`config.mk`:
```
export PLATFORM = sky130hd
export DESIGN_NAME = ccff_chain_loader_flat
export DESIGN_NICKNAME = d
export VERILOG_FILES = /design/src/rtl/ccff_chain_loader_if.sv /design/src/rtl/ccff_chain_loader.sv /design/src/flat_wrapper.sv
export SDC_FILE = /design/constraint.sdc
export NUM_CORES = 1
export LEC_CHECK = 0
export ABC_AREA = 1
export CAP_MARGIN = 20
export CORE_MARGIN = 2
export CORE_UTILIZATION = 52
export CTS_BUF_LIST = sky130_fd_sc_hd__clkbuf_8
export DETAILED_ROUTE_END_ITERATION = 8
export GPL_TIMING_DRIVEN = 1
export PLACE_DENSITY_LB_ADDON = 0.1
export SLEW_MARGIN = 10
export SYNTH_ARGS = -nofsm -noshare
export SYNTH_HDL_FRONTEND = slang
export SYNTH_SLANG_ARGS = --single-unit
```
`constraint.sdc`:
```
create_clock -name prog_clk -period 1.7 [get_ports prog_clk]
set_input_delay 0.34 -clock prog_clk [delete_from_list [all_inputs] [get_ports prog_clk]]
set_output_delay 0.34 -clock prog_clk [all_outputs]
set_load 0.01 [all_outputs]
```
`src/rtl/ccff_chain_loader_if.sv`:
```
// Host/chain-side signal bundle for the ccff chain loader.
// The slave modport is the loader; master is the host plus the chain itself.
interface ccff_chain_loader_if #(
  parameter int WORD_W = 8
);
  logic              start;
  logic [WORD_W-1:0] cfg_data;
  logic              cfg_valid;
  logic              cfg_ready;
  logic              ccff_head;
  logic              ccff_shift_en;
  logic              ccff_tail;
  logic [WORD_W-1:0] rb_data;
  logic              rb_valid;
  logic              rb_ready;
  logic              busy;
  logic              done;

  modport slave (
    input  start, cfg_data, cfg_valid, ccff_tail, rb_ready,
    output cfg_ready, ccff_head, ccff_shift_en, rb_data, rb_valid, busy, done
  );

  modport master (
    output start, cfg_data, cfg_valid, ccff_tail, rb_ready,
    input  cfg_ready, ccff_head, ccff_shift_en, rb_data, rb_valid, busy, done
  );
endinterface

```
`src/rtl/ccff_chain_loader.sv`:
```
// Serial loader for a tile's ccff configuration chain.
// Shifts CHAIN_LEN bitstream bits into ccff_head (bit 0 of each word first)
// and packs the previous chain contents leaving ccff_tail into readback words.
module ccff_chain_loader #(
  parameter int CHAIN_LEN = 64,
  parameter int WORD_W    = 8
) (
  input logic                prog_clk,
  input logic                prog_reset_n,
  ccff_chain_loader_if.slave bus
);

  localparam int CNT_W = $clog2(CHAIN_LEN + 1);
  localparam int SF_W  = $clog2(WORD_W + 1);
  localparam int RC_W  = $clog2(WORD_W);

  if (CHAIN_LEN < 1) begin : g_bad_len
    $error("ccff_chain_loader: CHAIN_LEN must be >= 1");
  end
  if (WORD_W < 2) begin : g_bad_word
    $error("ccff_chain_loader: WORD_W must be >= 2");
  end

  typedef enum logic [1:0] {
    S_IDLE,
    S_LOAD,
    S_FINISH,
    S_DONE
  } state_t;

  state_t            r_state;
  state_t            w_state_nxt;

  logic [CNT_W-1:0]  r_bits_left;
  logic [SF_W-1:0]   r_sfill;
  logic [WORD_W-1:0] r_sreg;
  logic [WORD_W-1:0] r_rreg;
  logic [RC_W-1:0]   r_rcnt;
  logic [WORD_W-1:0] r_rb_data;
  logic              r_rb_valid;
  logic              r_done;

  logic              w_start_ok;
  logic              w_stall;
  logic              w_cfg_ready;
  logic              w_accept;
  logic              w_shift;
  logic              w_last_bit;
  logic              w_word_done;
  logic              w_finish_done;
  logic [WORD_W-1:0] w_rreg_new;

  // Handshake and shift qualifiers derived from the current state
  always_comb begin
    w_start_ok    = bus.start && ((r_state == S_IDLE) || (r_state == S_DONE));
    w_stall       = r_rb_valid && !bus.rb_ready;
    w_cfg_ready   = (r_state == S_LOAD) && (r_sfill == '0) && (r_bits_left != '0);
    w_accept      = bus.cfg_valid && w_cfg_ready;
    w_shift       = (r_state == S_LOAD) && (r_sfill != '0) && !w_stall;
    w_last_bit    = (r_bits_left == CNT_W'(1));
    w_word_done   = w_shift && ((r_rcnt == RC_W'(WORD_W - 1)) || w_last_bit);
    w_finish_done = (r_state == S_FINISH) && (w_state_nxt == S_DONE);
  end

  // Readback word with the bit currently at the chain tail merged in
  always_comb begin
    w_rreg_new         = r_rreg;
    w_rreg_new[r_rcnt] = bus.ccff_tail;
  end

  // Next-state logic
  always_comb begin
    w_state_nxt = r_state;
    case (r_state)
      S_IDLE, S_DONE: begin
        if (bus.start) w_state_nxt = S_LOAD;
      end
      S_LOAD: begin
        if (w_shift && w_last_bit) w_state_nxt = S_FINISH;
      end
      S_FINISH: begin
        if (!r_rb_valid || bus.rb_ready) w_state_nxt = S_DONE;
      end
      default: w_state_nxt = S_IDLE;
    endcase
  end

  // State register
  always_ff @(posedge prog_clk) begin
    if (!prog_reset_n) r_state <= S_IDLE;
    else               r_state <= w_state_nxt;
  end

  // Shift/accept datapath, readback packing and done flag
  always_ff @(posedge prog_clk) begin
    if (!prog_reset_n) begin
      r_bits_left <= '0;
      r_sfill     <= '0;
      r_sreg      <= '0;
      r_rreg      <= '0;
      r_rcnt      <= '0;
      r_rb_data   <= '0;
      r_rb_valid  <= 1'b0;
      r_done      <= 1'b0;
    end else begin
      if (w_start_ok) begin
        r_bits_left <= CNT_W'(CHAIN_LEN);
        r_sfill     <= '0;
        r_rreg      <= '0;
        r_rcnt      <= '0;
        r_done      <= 1'b0;
      end else begin
        // accept needs sfill==0 while shift needs sfill!=0, so they never coincide
        if (w_accept) begin
          r_sreg <= bus.cfg_data;
          if (32'(r_bits_left) >= WORD_W) r_sfill <= SF_W'(WORD_W);
          else                            r_sfill <= SF_W'(r_bits_left);
        end
        if (w_shift) begin
          r_sreg      <= r_sreg >> 1;
          r_sfill     <= r_sfill - SF_W'(1);
          r_bits_left <= r_bits_left - CNT_W'(1);
          if (w_word_done) begin
            r_rb_data <= w_rreg_new;
            r_rreg    <= '0;
            r_rcnt    <= '0;
          end else begin
            r_rreg <= w_rreg_new;
            r_rcnt <= r_rcnt + RC_W'(1);
          end
        end
        if (w_finish_done) r_done <= 1'b1;
      end

      // A completing word may overwrite the holding register only when it is
      // empty or being taken, which the shift stall guarantees.
      if (w_word_done)       r_rb_valid <= 1'b1;
      else if (bus.rb_ready) r_rb_valid <= 1'b0;
    end
  end

  assign bus.cfg_ready     = w_cfg_ready;
  assign bus.ccff_shift_en = w_shift;
  assign bus.ccff_head     = w_shift & r_sreg[0];
  assign bus.rb_data       = r_rb_data;
  assign bus.rb_valid      = r_rb_valid;
  assign bus.busy          = (r_state == S_LOAD) || (r_state == S_FINISH);
  assign bus.done          = r_done;

endmodule
```
`src/flat_wrapper.sv`:
```
// flat-port wrapper written by rule: the top's interface ports become plain ports
module ccff_chain_loader_flat 
#(
  parameter int CHAIN_LEN = 64,
  parameter int WORD_W    = 8
)
  (prog_clk, prog_reset_n, bus_start, bus_cfg_data, bus_cfg_valid, bus_ccff_tail, bus_rb_ready, bus_cfg_ready, bus_ccff_head, bus_ccff_shift_en, bus_rb_data, bus_rb_valid, bus_busy, bus_done);
  ccff_chain_loader_if #(.WORD_W(WORD_W)) bus_i ();
  input logic prog_clk;
  input logic prog_reset_n;
  input wire logic [$bits(bus_i.start)-1:0] bus_start;
  input wire logic [$bits(bus_i.cfg_data)-1:0] bus_cfg_data;
  input wire logic [$bits(bus_i.cfg_valid)-1:0] bus_cfg_valid;
  input wire logic [$bits(bus_i.ccff_tail)-1:0] bus_ccff_tail;
  input wire logic [$bits(bus_i.rb_ready)-1:0] bus_rb_ready;
  output wire logic [$bits(bus_i.cfg_ready)-1:0] bus_cfg_ready;
  output wire logic [$bits(bus_i.ccff_head)-1:0] bus_ccff_head;
  output wire logic [$bits(bus_i.ccff_shift_en)-1:0] bus_ccff_shift_en;
  output wire logic [$bits(bus_i.rb_data)-1:0] bus_rb_data;
  output wire logic [$bits(bus_i.rb_valid)-1:0] bus_rb_valid;
  output wire logic [$bits(bus_i.busy)-1:0] bus_busy;
  output wire logic [$bits(bus_i.done)-1:0] bus_done;
  assign bus_i.start = bus_start;
  assign bus_i.cfg_data = bus_cfg_data;
  assign bus_i.cfg_valid = bus_cfg_valid;
  assign bus_i.ccff_tail = bus_ccff_tail;
  assign bus_i.rb_ready = bus_rb_ready;
  assign bus_cfg_ready = bus_i.cfg_ready;
  assign bus_ccff_head = bus_i.ccff_head;
  assign bus_ccff_shift_en = bus_i.ccff_shift_en;
  assign bus_rb_data = bus_i.rb_data;
  assign bus_rb_valid = bus_i.rb_valid;
  assign bus_busy = bus_i.busy;
  assign bus_done = bus_i.done;
  ccff_chain_loader #(.CHAIN_LEN(CHAIN_LEN), .WORD_W(WORD_W)) u_core (.prog_clk(prog_clk), .prog_reset_n(prog_reset_n), .bus(bus_i));
endmodule
```
Word-level counts from Yosys, hierarchy flattened
Index checks and enable logic that the tools add are counted.

Flip-flop bits (word level): 42. Bits in latches: 0. Memory bits (writable): 0. ROM bits: 0. Input bits: 14. Output and inout port bits: 14. Logic and storage cells: 72. Memories kept: 0.

$add $sub $neg: 3. Multipliers: 0. Div/mod/pow operators: 0. Magnitude comparators: 3. Eq/ne operators: 6. Shift operators: 0. Multiplexer cells: 18. Bitwise operators: 3. Reductions and logical operators: 29.

Operator list (number): two-way mux 8 bit (3); two-way mux 7 bit (2); two-way mux 4 bit (3); logical AND 1 bit (11); bitwise mux 8 bit (1); == test 7 x 1 -> 1 bit (second input constant) (1); greater-or-equal comparator 7 x 4 -> 1 bit (second input constant) (1); nonzero test 7 bit (1); subtractor 7 x 1 -> 7 bit (second input constant) (1); == test 2 bit (second input constant) (3); two-way mux 2 bit (3); case mux 2 bit (3 select lines) (1); nonzero test 2 bit (3); zero test 4 bit (1); logical OR 1 bit (4); < comparator 3 x 4 -> 1 bit (second input constant) (1); nonzero test 4 bit (1); OR reduction 2 bit (2); subtractor 4 x 1 -> 4 bit (second input constant) (1); adder 3 x 1 -> 3 bit (second input constant) (1); demux 1 bit (select 3 bit) (1); == test 3 bit (second input constant) (1); greater-or-equal comparator 3 x 1 -> 1 bit (second input constant) (1); zero test 1 bit (3); 8 further kinds (11).

Logic depth before layout (Yosys ltp)
Gate-level depths: netlist (run 1).

Word-level depth: 9. Depth in mapped cells: 13. Depth with buffers taken out: 12.

Worst setup path after synthesis (run 1)
OpenSTA, ideal clock, no wires.

Path kind: register -> output. From: register u_core.r_state[1]. To: output bus_ccff_head. Arrival: 1.326 ns. Required time: 1.360 ns. Slack: 0.034 ns. Stages on the path, launching flop included: 9. Path buffers: 2. Cell sequence: dfxtp_1 -> inv_1 -> ha_1 -> nand2_1 -> nor2_4 -> buf_6 -> inv_4 -> buf_4 -> nor2_1.

Cells in the longest elaborated chain, start to end: 4.

Ends and longest elaborated chain: start, declared (RTL line ccff_chain_loader.sv:31) `state_t r_state;`; start signal, assigned (RTL line ccff_chain_loader.sv:91) `else r_state <= w_state_nxt;`; == test 2 x 1 -> 1 bit (RTL line ccff_chain_loader.sv:59) `w_shift = (r_state == S_LOAD) && (r_sfill != '0) && !w_stall;`; logical AND 1 bit (2 in a row) (RTL line ccff_chain_loader.sv:59); AND 1 bit (RTL line ccff_chain_loader.sv:144) `assign bus.ccff_head = w_shift & r_sreg[0];`; end, declared (RTL line flat_wrapper.sv:17) `output wire logic [$bits(bus_i.ccff_head)-1:0] bus_ccff_head;`.

Every way passes these cells.

Worst setup path after layout (run 1)
From: register u_core.r_sfill[0]. To: output bus_ccff_head.

Cells in the longest elaborated chain, start to end: 4.

Ends and longest elaborated chain: start, declared (RTL line ccff_chain_loader.sv:35) `logic [SF_W-1:0] r_sfill;`; start signal, assigned (RTL line ccff_chain_loader.sv:116) `if (32'(r_bits_left) >= WORD_W) r_sfill <= SF_W'(WORD_W);`; start signal, assigned (RTL line ccff_chain_loader.sv:117) `else r_sfill <= SF_W'(r_bits_left);`; start signal, assigned (RTL line ccff_chain_loader.sv:121) `r_sfill <= r_sfill - SF_W'(1);`; nonzero test 4 bit (RTL line ccff_chain_loader.sv:59); logical AND 1 bit (2 in a row) (RTL line ccff_chain_loader.sv:59); AND 1 bit (RTL line ccff_chain_loader.sv:144).

Every way passes these cells.

==> results of run 1 <==
-- synth_stat cells, drive strengths merged --
library cell	n
and3	1
dfxtp	42
a21oi	28
xor2	1
ha	9
a211oi	1
nor3b	1
nor3	2
o21a	1
nand3	17
clkbuf	1
nand2	66
mux2	1
nand4	9
xnor2	1
a31oi	1
o211ai	1
o22ai	7
nor2	31
inv	42
buf	11
o21ai	30
-- timing repair --
item	CTS	global route
pin swaps	6	16
gates resized for setup	29	71
gates cloned	0	4
buffers inserted	2	13
endpoints found under the setup margin	37	42
-- cells by family (layout without fill, tap and decap cells) --
kind of cell | count (synthesis) | after routing | share of synthesized area, %
adders and majority gates | 9 | 9 | 5.11
muxes | 1 | 1 | 0.511
buffers and inverters | 54 | 129 | 11.2
AOI/OAI and AO/OA | 69 | 69 | 17.5
DFF | 42 | 42 | 38.2
xor gates and xnor gates | 2 | 2 | 0.795
and+or+nand+nor | 127 | 127 | 26.7
-- worst max-delay path, stage by stage (launching register included) --
cell,delay [ns]
dfxtp_2,0.34
inv_2,0.05
ha_4,0.16
nand2_4,0.05
nor2_4,0.05
nor2_4,0.14
buf_12,0.14
inv_8,0.04
nor2_4,0.08
buf_6,0.10
-- flip-flops by register name, indices dropped and copies added, names as in the netlist --
signal and cells:
u_core.bus.rb_data 8, u_core.r_rreg 8, u_core.r_sreg 8, u_core.r_bits_left 7, u_core.r_sfill 4, u_core.r_rcnt 3, u_core.r_state 2, u_core.bus.done 1
u_core.bus.rb_valid 1
-- per-layer routing --
| layer | GRT usage, % | up-vias |
|---|---|---|
| met2 | 37.9 | 76 |
| met4 | 7.63 | 0 |
| li1 | - | 1142 |
| met5 | 0 | - |
| met1 | 29.2 | 1103 |
| met3 | 3.36 | 21 |
-- power by group through the flow --
stage,clock network (mW),registers (mW),logic [mW]
2_1_floorplan,0,1.10,0.481
3_3_place_gp,0,1.09,0.831
3_5_place_dp,0,1.10,0.841
4_1_cts,0.721,1.08,0.846
5_1_grt,0.755,1.09,1.17
6_report,0.706,1.09,1.08
-- worst max-delay path by stage --
stage                 startpoint       endpoint  slack [ns]  depth (start not counted)
6_report       u_core.r_sfill[0]  bus_ccff_head       -0.11                          9
4_1_cts        u_core.r_sfill[1]  bus_ccff_head        -0.1                          8
2_1_floorplan  u_core.r_state[1]  bus_ccff_head        0.03                          8
3_3_place_gp        bus_rb_ready  bus_ccff_head       -0.50                          8
3_5_place_dp        bus_rb_ready  bus_ccff_head       -0.51                          8
5_1_grt        u_core.r_sfill[1]  bus_ccff_head       -0.17                          9
-- area by class of cell --
type	count	area (um2)	share of cell area [%]
clock buffer	5	68.8	2.10
clock inverter	3	26.3	0.800
inverter	42	168	5.10
multi-input combinational	208	1300	39.6
sequential	42	847	25.8
tap	50	62.6	1.90
timing repair buffer	79	812	24.7
-- stage by stage --
step                hold slack [ns]  util [%]  cell area, um2  TNS (ns)
finish                        0.454      81.5            3280    -0.389
global placement              0.439      67.2            2710    -14.05
CTS                           0.458      70.5            2840    -0.337
floorplan                     0.440         -            2200         0
detailed placement            0.444      67.2            2710    -14.79
global route                  0.487      81.5            3280     -2.21
==> results.sh, run 1 <==
export IMPL_status="finished, violations left"
export IMPL_violations="negative setup slack"
export IMPL_stdcell_count=429
export IMPL_clk_path_buf_depth=2
export IMPL_io_buffer_count=27
export IMPL_hold_depth=2
export IMPL_top_layer_used="met4"
export IMPL_r2r_start="u_core.r_sfill[0]"
export IMPL_cp_required_ns=1.36
export IMPL_worst_path_max_fanout=3
export IMPL_p_switching_mw=1.04
export IMPL_wl_met3_um=387
export IMPL_htree_levels=2
export IMPL_firstDrtPassIters=4
export IMPL_swShare_pct=36.1
export IMPL_ys_top_cells_by_area="dfxtp_1 38%, nand2_1 11%, inv_1 6.8%"
export IMPL_vias=2342
export IMPL_worstMarginPinSlew_ns=0.358
export IMPL_worst_slack_ns=-0.109
export IMPL_worst_r2r_setup_slack_ns=-0.03
export IMPL_period_needed_ns=1.81
export IMPL_grt_pass1_wl_mm=8.92
export IMPL_overflow=0
export IMPL_relSlewSlack_pct=75.9
export IMPL_drtIter0Drc=152
export IMPL_chipWidth_um=69.1
export IMPL_ioPinCount=28
export IMPL_fillers=246
export IMPL_pwr_share_clk_pct=24.6
export IMPL_combPwrFrac_pct=37.6
export IMPL_viasPerCell=5.46
export IMPL_r2r_end="u_core.bus.rb_data[0]"
export IMPL_fin_crit_sh_pct=106
export IMPL_drv_cap=0
export IMPL_clock_sinks=42
export IMPL_yosysTopAreaCell="dfxtp_1"
export IMPL_grt_usage_pct=22.5
export IMPL_synth_seq_cells=42
export IMPL_drive_above_1_share_pct=33.2
export IMPL_worst_setup_path_end_kind="output pin"
export IMPL_first_global_vias=2025
export IMPL_holdPathEnd="u_core.bus.done"
export IMPL_ys_seq_area_share_pct=38.2
export IMPL_nets=401
export IMPL_hp_start="u_core.bus.done"
export IMPL_syn_avg_cell_area_um2=7.25
export IMPL_clk_pin_slew_ns=0.09
export IMPL_initial_utilization_pct=54.7
export IMPL_synth_top_area_share_pct=38.2
export IMPL_p_per_area_nw_per_um2=874
export IMPL_wl_met2_mm=3.28
export IMPL_setup_viol_count_final=15
export IMPL_rsz0062_at_grt="yes"
export IMPL_arrival_ns=1.47
export IMPL_clk_latency_ns=0.30
export IMPL_max_freq_mhz=553
export IMPL_total_power_mw=2.87
export IMPL_dp_slack_ns=-0.509
export IMPL_area_growth_syn_to_layout_pct=49.1
export IMPL_hpwl_mm=3.48
export IMPL_syn_inst=304
export IMPL_n_antenna_cell=0
export IMPL_hold_buffers=0
export IMPL_r2r_cells=12
export IMPL_root_buffer="clkbuf_8"
export IMPL_ys_types=37
export IMPL_grt_max_degree=21
export IMPL_routed_wl_mm=6.60
export IMPL_finalHoldViolations=0
export IMPL_m1WireLength_mm=2.72
export IMPL_critPathKind="reg2out"
export IMPL_die_y_um=69.1
export IMPL_worstHoldPathType="reg2reg"
export IMPL_gp_congestion=0.798
export IMPL_detail_route_antenna_nets=0
export IMPL_cts_tree="built"
export IMPL_pwr_share_seq_pct=37.8
export IMPL_p_leak_nw=1.37
export IMPL_core_area_um2=4030
export IMPL_dieArea_um2=4770
export IMPL_antenna_found_initial=0
export IMPL_internal_power_mw=1.84
export IMPL_final_max_slew_viol_count=0
export IMPL_route_detailed_drc=0
export IMPL_ys_warn_count=0
export IMPL_layout_common_cells="55 x nand2_1, 37 x dfxtp_1, 34 x inv_1, 34 x buf_4, 22 x clkdlybuf4s50_1"
export IMPL_layout_commonest_cell="nand2_1"
export IMPL_fin_skew_ns=0.00469
export IMPL_place_inst=402
export IMPL_synth_nets=327
export IMPL_syn_area_um2=2200
export IMPL_rows=23
export IMPL_cts_made_buffers=5
export IMPL_ir_drop_v=0.000688
export IMPL_crit_path_start_kind="flop"
export IMPL_post_drt_wl_per_cell_um=15.4
Power figures use the tool's default switching activity.
==> run 2, diff against run 1 <==
--- a/config.mk
+++ b/config.mk
@@ -8,9 +8,10 @@
 export ABC_AREA = 1
 export CAP_MARGIN = 20
 export CORE_MARGIN = 2
-export CORE_UTILIZATION = 52
+export CORE_UTILIZATION = 55
 export CTS_BUF_LIST = sky130_fd_sc_hd__clkbuf_8
 export DETAILED_ROUTE_END_ITERATION = 8
+export DONT_BUFFER_PORTS = 1
 export GPL_TIMING_DRIVEN = 1
 export PLACE_DENSITY_LB_ADDON = 0.1
 export SLEW_MARGIN = 10
==> run 2 against run 1 <==
Effect of this change:
- the flow still finishes with violations (negative setup slack)
- flip-flop and latch count stayed put
- cell area is 17% lower
- clock skew is 0.0048 ns higher
- total power is 6.6% lower
- highest routed layer unchanged
==> results.sh, run 2 (synthesis results as in run 1) <==
export IMPL_fin_crit_sh_pct=102
export IMPL_post_drt_wl_per_cell_um=13.1
export IMPL_overflow=0
export IMPL_cp_required_ns=1.36
export IMPL_drtIter0Drc=52
export IMPL_area_growth_syn_to_layout_pct=24.1
export IMPL_first_global_vias=1745
export IMPL_r2r_end="u_core.r_sreg[4]"
export IMPL_final_max_slew_viol_count=0
export IMPL_worstHoldPathType="in2reg"
export IMPL_initial_utilization_pct=56.3
export IMPL_violations="negative setup slack"
export IMPL_nets=356
export IMPL_fin_skew_ns=0.00944
export IMPL_htree_levels=2
export IMPL_grt_usage_pct=23.0
export IMPL_firstDrtPassIters=4
export IMPL_r2r_start="u_core.r_sfill[1]"
export IMPL_max_freq_mhz=577
export IMPL_holdPathEnd="u_core.r_bits_left[6]"
export IMPL_detail_route_antenna_nets=0
export IMPL_drv_cap=0
export IMPL_arrival_ns=1.39
export IMPL_worst_slack_ns=-0.0322
export IMPL_cts_tree="built"
export IMPL_ir_drop_v=0.000544
export IMPL_rows=23
export IMPL_die_y_um=67.3
export IMPL_post_dp_cell_area_um2=2290
export IMPL_finalHoldViolations=0
export IMPL_regArea_um2=850
export IMPL_gp_congestion=0.760
export IMPL_total_power_mw=2.68
export IMPL_dieArea_um2=4530
export IMPL_clk_path_buf_depth=2
export IMPL_cts_made_buffers=5
export IMPL_crit_path_start_kind="flop"
export IMPL_period_needed_ns=1.73
export IMPL_route_detailed_drc=0
export IMPL_critPathKind="reg2out"
export IMPL_final_util_pct=69.9
export IMPL_chipWidth_um=67.3
export IMPL_routed_wl_mm=5.05
export IMPL_rsz0062_at_grt="yes"
export IMPL_worst_r2r_setup_slack_ns=0.05
export IMPL_top_layer_used="met4"
export IMPL_io_buffer_count=0
export IMPL_antenna_found_initial=0
export IMPL_setup_viol_count_final=2
export IMPL_crit_start="u_core.r_sfill[0]"
export IMPL_hpwl_mm=3.22
export IMPL_drive_above_1_share_pct=24.9
export IMPL_final_area_um2=2740
export IMPL_worst_setup_path_end_kind="output pin"
export IMPL_n_antenna_cell=0
export IMPL_clock_sinks=42
export IMPL_status="finished, violations left"
export IMPL_vias=2018
export IMPL_worst_path_max_fanout=6
export IMPL_hp_start="prog_reset_n"
export IMPL_grt_max_degree=19
export IMPL_ioPinCount=28
export IMPL_grt_pass1_wl_mm=7.76
export IMPL_r2r_cells=11
export IMPL_p_leak_nw=1.13
export IMPL_core_area_um2=3910
export IMPL_relSlewSlack_pct=76.3
export IMPL_p_per_area_nw_per_um2=981
export IMPL_wl_met3_um=193
export IMPL_layout_common_cells="60 x nand2_1, 37 x dfxtp_1, 35 x inv_1"
export IMPL_hold_buffers=0
export IMPL_fillers=353
export IMPL_clk_latency_ns=0.30
export IMPL_viasPerCell=5.26
export IMPL_m1WireLength_mm=2.37
export IMPL_root_buffer="clkbuf_8"
export IMPL_clk_pin_slew_ns=0.08
export IMPL_worstMarginPinSlew_ns=0.354
export IMPL_fin_setup_tns_ns=-0.0435
export IMPL_hold_depth=2
export IMPL_multi_input_area_um2=1210
export IMPL_layout_commonest_cell="nand2_1"
export IMPL_wl_met2_mm=2.42
==> run 2: changes by cell type in the layout (fill, tap and decap cells not counted), moves of 3 or more <==
cell,previous run,this run
a21oi_1,21,24
a21oi_2,7,4
buf_12,5,2
buf_4,34,23
buf_6,11,7
clkbuf_16,3,0
clkdlybuf4s50_1,22,0
nand2_1,55,60
nand2_2,7,3
o22ai_1,0,7
o22ai_2,7,0
==> run 2: cell type report <==
type,count,share of cell area (%)
Timing Repair Buffer,34,12.4
Multi-Input combinational cell,208,44.1
Tap cell,50,2.29
Clock inverter,3,1.60
Clock buffer,5,2.52
Inverter,42,5.99
Sequential cell,42,31.1
==> run 2: routing by layer <==
metal | vias up | global-route usage (%)
met2 | 37 | 37.7
met3 | 8 | 4.17
met1 | 916 | 29.3
met5 | - | 0
li1 | 1057 | -
met4 | 0 | 10.5
==> run 2: stage by stage <==
step / std cells / worst slack (ns) / hold slack, ns
floorplan: 304 / 0.0335 / 0.440
global placement: 355 / 0.00421 / 0.442
detailed placement: 355 / -0.0159 / 0.448
CTS: 374 / -0.0166 / 0.137
global route: 384 / -0.0963 / 0.136
finish: 384 / -0.0322 / 0.136
==> run 2: critical path, cell delays in order (launching register included) <==
cell,delay [ns]
dfxtp_2,0.34
inv_2,0.05
ha_4,0.16
nand2_4,0.07
nor2_4,0.05
nor2_4,0.18
buf_6,0.13
buf_8,0.12
==> run 2: how the worst max path moves through the flow <==
stage	endpoint	slack [ns]	cells after the start
floorplan	bus_ccff_head	0.03	8
global placement	u_core.r_rreg[1]	0.004	10
detailed placement	u_core.r_bits_left[3]	-0.02	7
CTS	bus_ccff_head	-0.02	7
global route	u_core.r_sreg[6]	-0.1	11
finish	bus_ccff_shift_en	-0.03	7
==> run 2: timing repair <==
action                     CTS  global route
cloned                       1             0
setup endpoints to repair   20            43
hold endpoints to repair     0             0
buffers inserted            10            10
gates resized for setup     15            33
pin swaps                    3            10
==> run 2: where the power goes <==
| part | switching, mW | leakage [nW] | total, mW | internal, mW |
|---|---|---|---|---|
| Combinational | 0.473 | 0.727 | 0.780 | 0.307 |
| Sequential | 0.0471 | 0.342 | 1.10 | 1.05 |
| Clock | 0.366 | 0.0585 | 0.806 | 0.440 |
| Total | 0.886 | 1.13 | 2.68 | 1.80 |
